===== config.mk =====
export PLATFORM = sky130hd
export DESIGN_NAME = serial_sum_collector
export DESIGN_NICKNAME = d
export VERILOG_FILES = /design/src/rtl/serial_sum_collector.sv
export SDC_FILE = /design/constraint.sdc
export NUM_CORES = 1
export LEC_CHECK = 0
export BUFFER_PORTS_ARGS = -buffer_cell sky130_fd_sc_hd__buf_2
export CORE_MARGIN = 3
export CORE_UTILIZATION = 52
export DETAILED_ROUTE_END_ITERATION = 12
export PLACE_DENSITY = 0.75
export SYNTH_ARGS = -nofsm -noshare
export SYNTH_HDL_FRONTEND = slang
export SYNTH_SLANG_ARGS = --single-unit

===== constraint.sdc =====
create_clock -name clk -period 1.9 [get_ports clk]
set_clock_uncertainty 0.1 [all_clocks]
set_input_delay 0.095 -clock clk [delete_from_list [all_inputs] [get_ports clk]]
set_output_delay 0.095 -clock clk [all_outputs]
set_load 0.01 [all_outputs]

===== src/rtl/serial_sum_collector.sv =====
// Collects LSB-first serial sum bits from a bit-serial adder into a parallel word.
// Optional COLLECT_PARITY_EN adds out_parity, the XOR of the completed word.
module serial_sum_collector #(
  parameter int WIDTH = 8
) (
  input  logic             clk,
  input  logic             rst,
  input  logic             start,
  input  logic             bit_valid,
  input  logic             bit_in,
  output logic             csa_clr,
  output logic             busy,
  output logic             out_valid,
  input  logic             out_ready,
  output logic [WIDTH-1:0] out_data
`ifdef COLLECT_PARITY_EN
  , output logic           out_parity
`endif
);

  localparam int CW = $clog2(WIDTH + 1);

  typedef enum logic [1:0] {IDLE, COLLECT, DONE} state_t;

  state_t           state, state_nx;
  logic [CW-1:0]    cnt, cnt_nx;
  logic [WIDTH-2:0] sr, sr_nx;
  logic [WIDTH-1:0] shifted;
  logic [WIDTH-1:0] data_nx;
  logic             valid_nx, clr_nx, busy_nx;

  // sr holds the first WIDTH-1 bits; the last bit is merged straight into out_data.
  assign shifted = {bit_in, sr};

  always_ff @(posedge clk) begin
    if (rst) begin
      state <= IDLE;
    end else begin
      state <= state_nx;
    end
  end

  always_comb begin
    state_nx = state;
    cnt_nx   = cnt;
    sr_nx    = sr;
    data_nx  = out_data;
    valid_nx = out_valid;
    clr_nx   = 1'b0;
    case (state)
      IDLE: begin
        if (start) begin
          state_nx = COLLECT;
          cnt_nx   = '0;
          sr_nx    = '0;
          clr_nx   = 1'b1;
        end
      end
      COLLECT: begin
        if (start) begin
          cnt_nx = '0;
          sr_nx  = '0;
          clr_nx = 1'b1;
        end else if (bit_valid) begin
          sr_nx  = shifted[WIDTH-1:1];
          cnt_nx = cnt + CW'(1);
          if (cnt == CW'(WIDTH - 1)) begin
            state_nx = DONE;
            data_nx  = shifted;
            valid_nx = 1'b1;
          end
        end
      end
      DONE: begin
        if (out_ready) begin
          valid_nx = 1'b0;
          if (start) begin
            state_nx = COLLECT;
            cnt_nx   = '0;
            sr_nx    = '0;
            clr_nx   = 1'b1;
          end else begin
            state_nx = IDLE;
          end
        end
      end
      default: state_nx = IDLE;
    endcase
    busy_nx = (state_nx == COLLECT);
  end

  // csa_clr resets high so the upstream adder is cleared along with the collector.
  always_ff @(posedge clk) begin
    if (rst) begin
      cnt       <= '0;
      sr        <= '0;
      out_data  <= '0;
      out_valid <= 1'b0;
      busy      <= 1'b0;
      csa_clr   <= 1'b1;
    end else begin
      cnt       <= cnt_nx;
      sr        <= sr_nx;
      out_data  <= data_nx;
      out_valid <= valid_nx;
      busy      <= busy_nx;
      csa_clr   <= clr_nx;
    end
  end

`ifdef COLLECT_PARITY_EN
  always_ff @(posedge clk) begin
    if (rst) begin
      out_parity <= 1'b0;
    end else begin
      out_parity <= ^data_nx;
    end
  end
`endif

endmodule

# After elaboration in Yosys (flattened, before gate mapping)
# Index checks and enable logic that the tools add are counted.
# word_totals
in_bits	6
regBits	24
word_cells	50
# classes
n_bitwise	1
addsub	1
reduce_logical	7
n_eq_ne	9
n_mux	25
# ops
op	count
7-bit two-way mux	4
7-bit case mux with 3 select lines	1
4-bit two-way mux	4
4-bit case mux with 3 select lines	1
2-bit two-way mux	5
2-bit inequality test, second input constant	4
1-bit two-way mux	7
2-bit case mux with 3 select lines	1
5-bit AND reduction	1
4-bit by 1-bit adder with 4-bit output, second input constant	1
2-bit by 1-bit == test with 1-bit output, second input constant	2
4-bit by 3-bit == test with 1-bit output, second input constant	1
1-bit case mux with 2 select lines	2
4-bit AND reduction	1
3-bit inequality test, second input constant	1
3-bit AND reduction	1
3-bit nonzero test	1
2-bit == test, second input constant	1
2-bit zero test	1
2-bit nonzero test	1
2-bit OR reduction	1
1-bit NOT	1

# Longest topological paths before layout
# logic_depth
word_depth	6
ltp_mapped	6
ltp_nobuf	5

# Worst setup path after synthesis
# OpenSTA, ideal clock, no wires.
# synth_timing
path_type	flip-flop to flip-flop
start	reg cnt[0]
end	reg out_data[0]
t_arrival_ps	1317
t_required_ps	1672
setup_time_ps	128
path_buffers	1
slack_ps	356
path_stages_with_launch	7
period_less_slack_ps	1544
path_cell_list	dfxtp_1 -> ha_1 -> nand3b_4 -> nor4b_2 -> buf_6 -> mux2i_1 -> nor2_1
# synth_between
elab_chain_cells	2
# synth_lines
item	line_no	rtl
start: declaration	26	logic [CW-1:0] cnt, cnt_nx;
start signal: assignment	102	cnt <= cnt_nx;
4-bit by 3-bit == test with 1-bit output	67	if (cnt == CW'(WIDTH - 1)) begin
4-bit AND reduction (no line)	n/a	
end signal: assignment	104	out_data <= data_nx;
end: declaration	15	output logic [WIDTH-1:0] out_data
# No other way between the ends.
# A chain may end at the register's enable or synchronous reset.

# Final worst setup path
# layout_timing
start	reg cnt[1]
end	reg out_data[4]
# Same word-level chain as after synthesis.

==> flow_summary.json <==
{
  "status": "complete, no violations",
  "fp.coreArea_sq_mm": 0.00161,
  "drive_gt1_share_pct": 23.7,
  "grt_overflow": 0,
  "post-dp-hpwl_mm": 1.19,
  "power.density_mw_per_mm2": 740,
  "maxSlewHeadroom_pct": 73.1,
  "multi_input_area_sq_um": 428,
  "synth-edff-count": 0,
  "synth_ff_type": "dfxtp_1",
  "fp.dieH_um": 48.8,
  "p_leak_nw": 0.443,
  "layout_commonest_cell": "dfxtp_1",
  "min_period_ps": 1690,
  "path_clk_slew_ps": 130,
  "grt_pass1_wl_mm": 3.01,
  "maxCapViolCount": 0,
  "drv_slew": 0,
  "fillCellCount": 139,
  "postRouteAntennaNets": 0,
  "cts_resized": 0,
  "finalSetupTns_ps": 0,
  "portBuffers": 16,
  "critPathLaunchType": "register",
  "first_pass_iters": 4,
  "io_pins": 17,
  "start_util_pct": 59.2,
  "row_count": 14,
  "critPathArrivalTime_ps": 1800,
  "cts_root_buf": "clkbuf_4",
  "end_kind": "register",
  "area_delta_synth_final_pct": 17.3,
  "async_reset_ff_share_pct": 0,
  "cts_made_buffers": 3,
  "fmax_ghz": 0.590,
  "nNetsFinal": 126,
  "seq_area_sq_um": 480,
  "grt_pass1_vias": 681,
  "wirelength_mm": 1.72,
  "synthTopCellsByArea": "dfxtp_1, mux2i_1, nor2_1, nand2b_1, o22ai_1",
  "drcViolationCount": 0,
  "yosysTopAreaCellShare_pct": 50.3,
  "drt_iter0_drc": 7,
  "fin_cells": 142,
  "num_vias": 759,
  "track_usage_pct": 16.7,
  "critPathMaxFanout": 6,
  "antenna_found_initial": 0,
  "period_share_pct": 89.2,
  "finalHoldViolations": 0,
  "post_cts_buffers": 0,
  "setup_viol_count_final": 0,
  "viasPerCell": 5.35,
  "die_area_sq_mm": 0.00239,
  "cts_tree": "built",
  "avgSynthCellArea_sq_um": 9.84,
  "stdcell_area_sq_mm": 0.00112,
  "yosysTopAreaCell": "dfxtp_1",
  "globalplace.congestion": 0.870,
  "grt_max_degree": 27,
  "synth-seq-area-share_pct": 50.3,
  "htreeDepth": 1,
  "yosysWarnings": 0,
  "dp_cells": 136,
  "critPathRequiredTime_ps": 2010,
  "clk_latency_ps": 320,
  "clk_path_buf_depth": 2,
  "irDropWorstVdd_v": 0.000491,
  "hold_slack_ps": 16.4,
  "hold_class": "input port to register",
  "crit_type": "register to register",
  "dpl-instance-area_sq_mm": 0.00106,
  "worst_pin_slew_ps": 404,
  "synth_cell_types": 27,
  "ys_ff_latch": 24,
  "holdBufCountCts": 2,
  "die_w_um": 48.8,
  "syn_nets": 104,
  "antenna_cells": 0,
  "cts_sinks": 24,
  "synthCells": 97,
  "wl_per_cell_um": 12.1,
  "syn_area_sq_um": 955,
  "final_cell_mix": "dfxtp_1, nor2_1, buf_2, nand2b_1, mux2i_1",
  "rsz0062_at_grt": "no"
}
-- per-stage QoR --
stage               power [mW]  util (%)  setup slack, ps
floorplan                0.552         -              356
global placement         0.568      66.0              260
detailed placement       0.569      66.0              226
CTS                      0.838      69.5              199
global route             0.862      69.5             61.4
finish                   0.829      69.5              206
-- metal layers --
layer	up-vias	part of all wire (%)	global-route usage (%)
li1	386	-	-
met1	351	47	19.3
met2	15	46	26.2
met3	7	3.5	3.98
met4	0	4.0	13.3
met5	-	0	0
-- cells in the mapped netlist, drive strengths merged (2+ instances only) --
cell    instances
dfxtp          24
nand2b         10
o32ai           3
inv             6
nand3           2
nor2           18
buf             3
o22ai           5
a31oi           3
mux2i           8
nor4            2
-- state kept, by name (all words and copies together) (netlist names) --
name / count
out_data: 8
sr: 7
cnt: 4
state: 2
busy: 1
csa_clr: 1
out_valid: 1
-- cell families (layout without fill, tap and decap cells) --
group	after synthesis	in the layout	synth area share, %
DFF	24	24	50.3
AOI/OAI and AO/OA	14	14	10.7
muxes	8	8	8.39
adders and majority gates	1	1	1.31
and+or+nand+nor	40	40	24.4
buffers and inverters	10	31	4.85
-- power breakdown --
| group | internal [mW] | total (mW) | leakage (nW) | switching, mW |
|---|---|---|---|---|
| registers | 0.508 | 0.513 | 0.194 | 0.00503 |
| clock network | 0.117 | 0.267 | 0.0210 | 0.149 |
| logic | 0.0202 | 0.0488 | 0.228 | 0.0286 |
| total | 0.646 | 0.829 | 0.443 | 0.183 |
-- area by class of cell --
class	instances	area share [%]
clock buffer	4	3.24
tap	24	2.68
sequential	24	42.9
multi-input combinational	63	38.2
timing repair buffer	21	10.9
inverter	6	2.01
-- worst paths after layout --
kind / from / endpoint / slack, ps / depth (start not counted)
max: cnt[1] / out_data[4] / 210 / 6
min reg2reg: sr[0] / sr[0] / 390 / 2
min: out_ready / state[1] / 20 / 4
max reg2reg: cnt[1] / out_data[4] / 210 / 6
-- critical path, stage by stage (launching register included) --
cell and delay, ps:
dfxtp_1 390, ha_1 230, nand3b_4 100, nor4b_2 300
buf_4 210, mux2i_1 200, nor2_1 50
(Power assumes the default switching activity.)
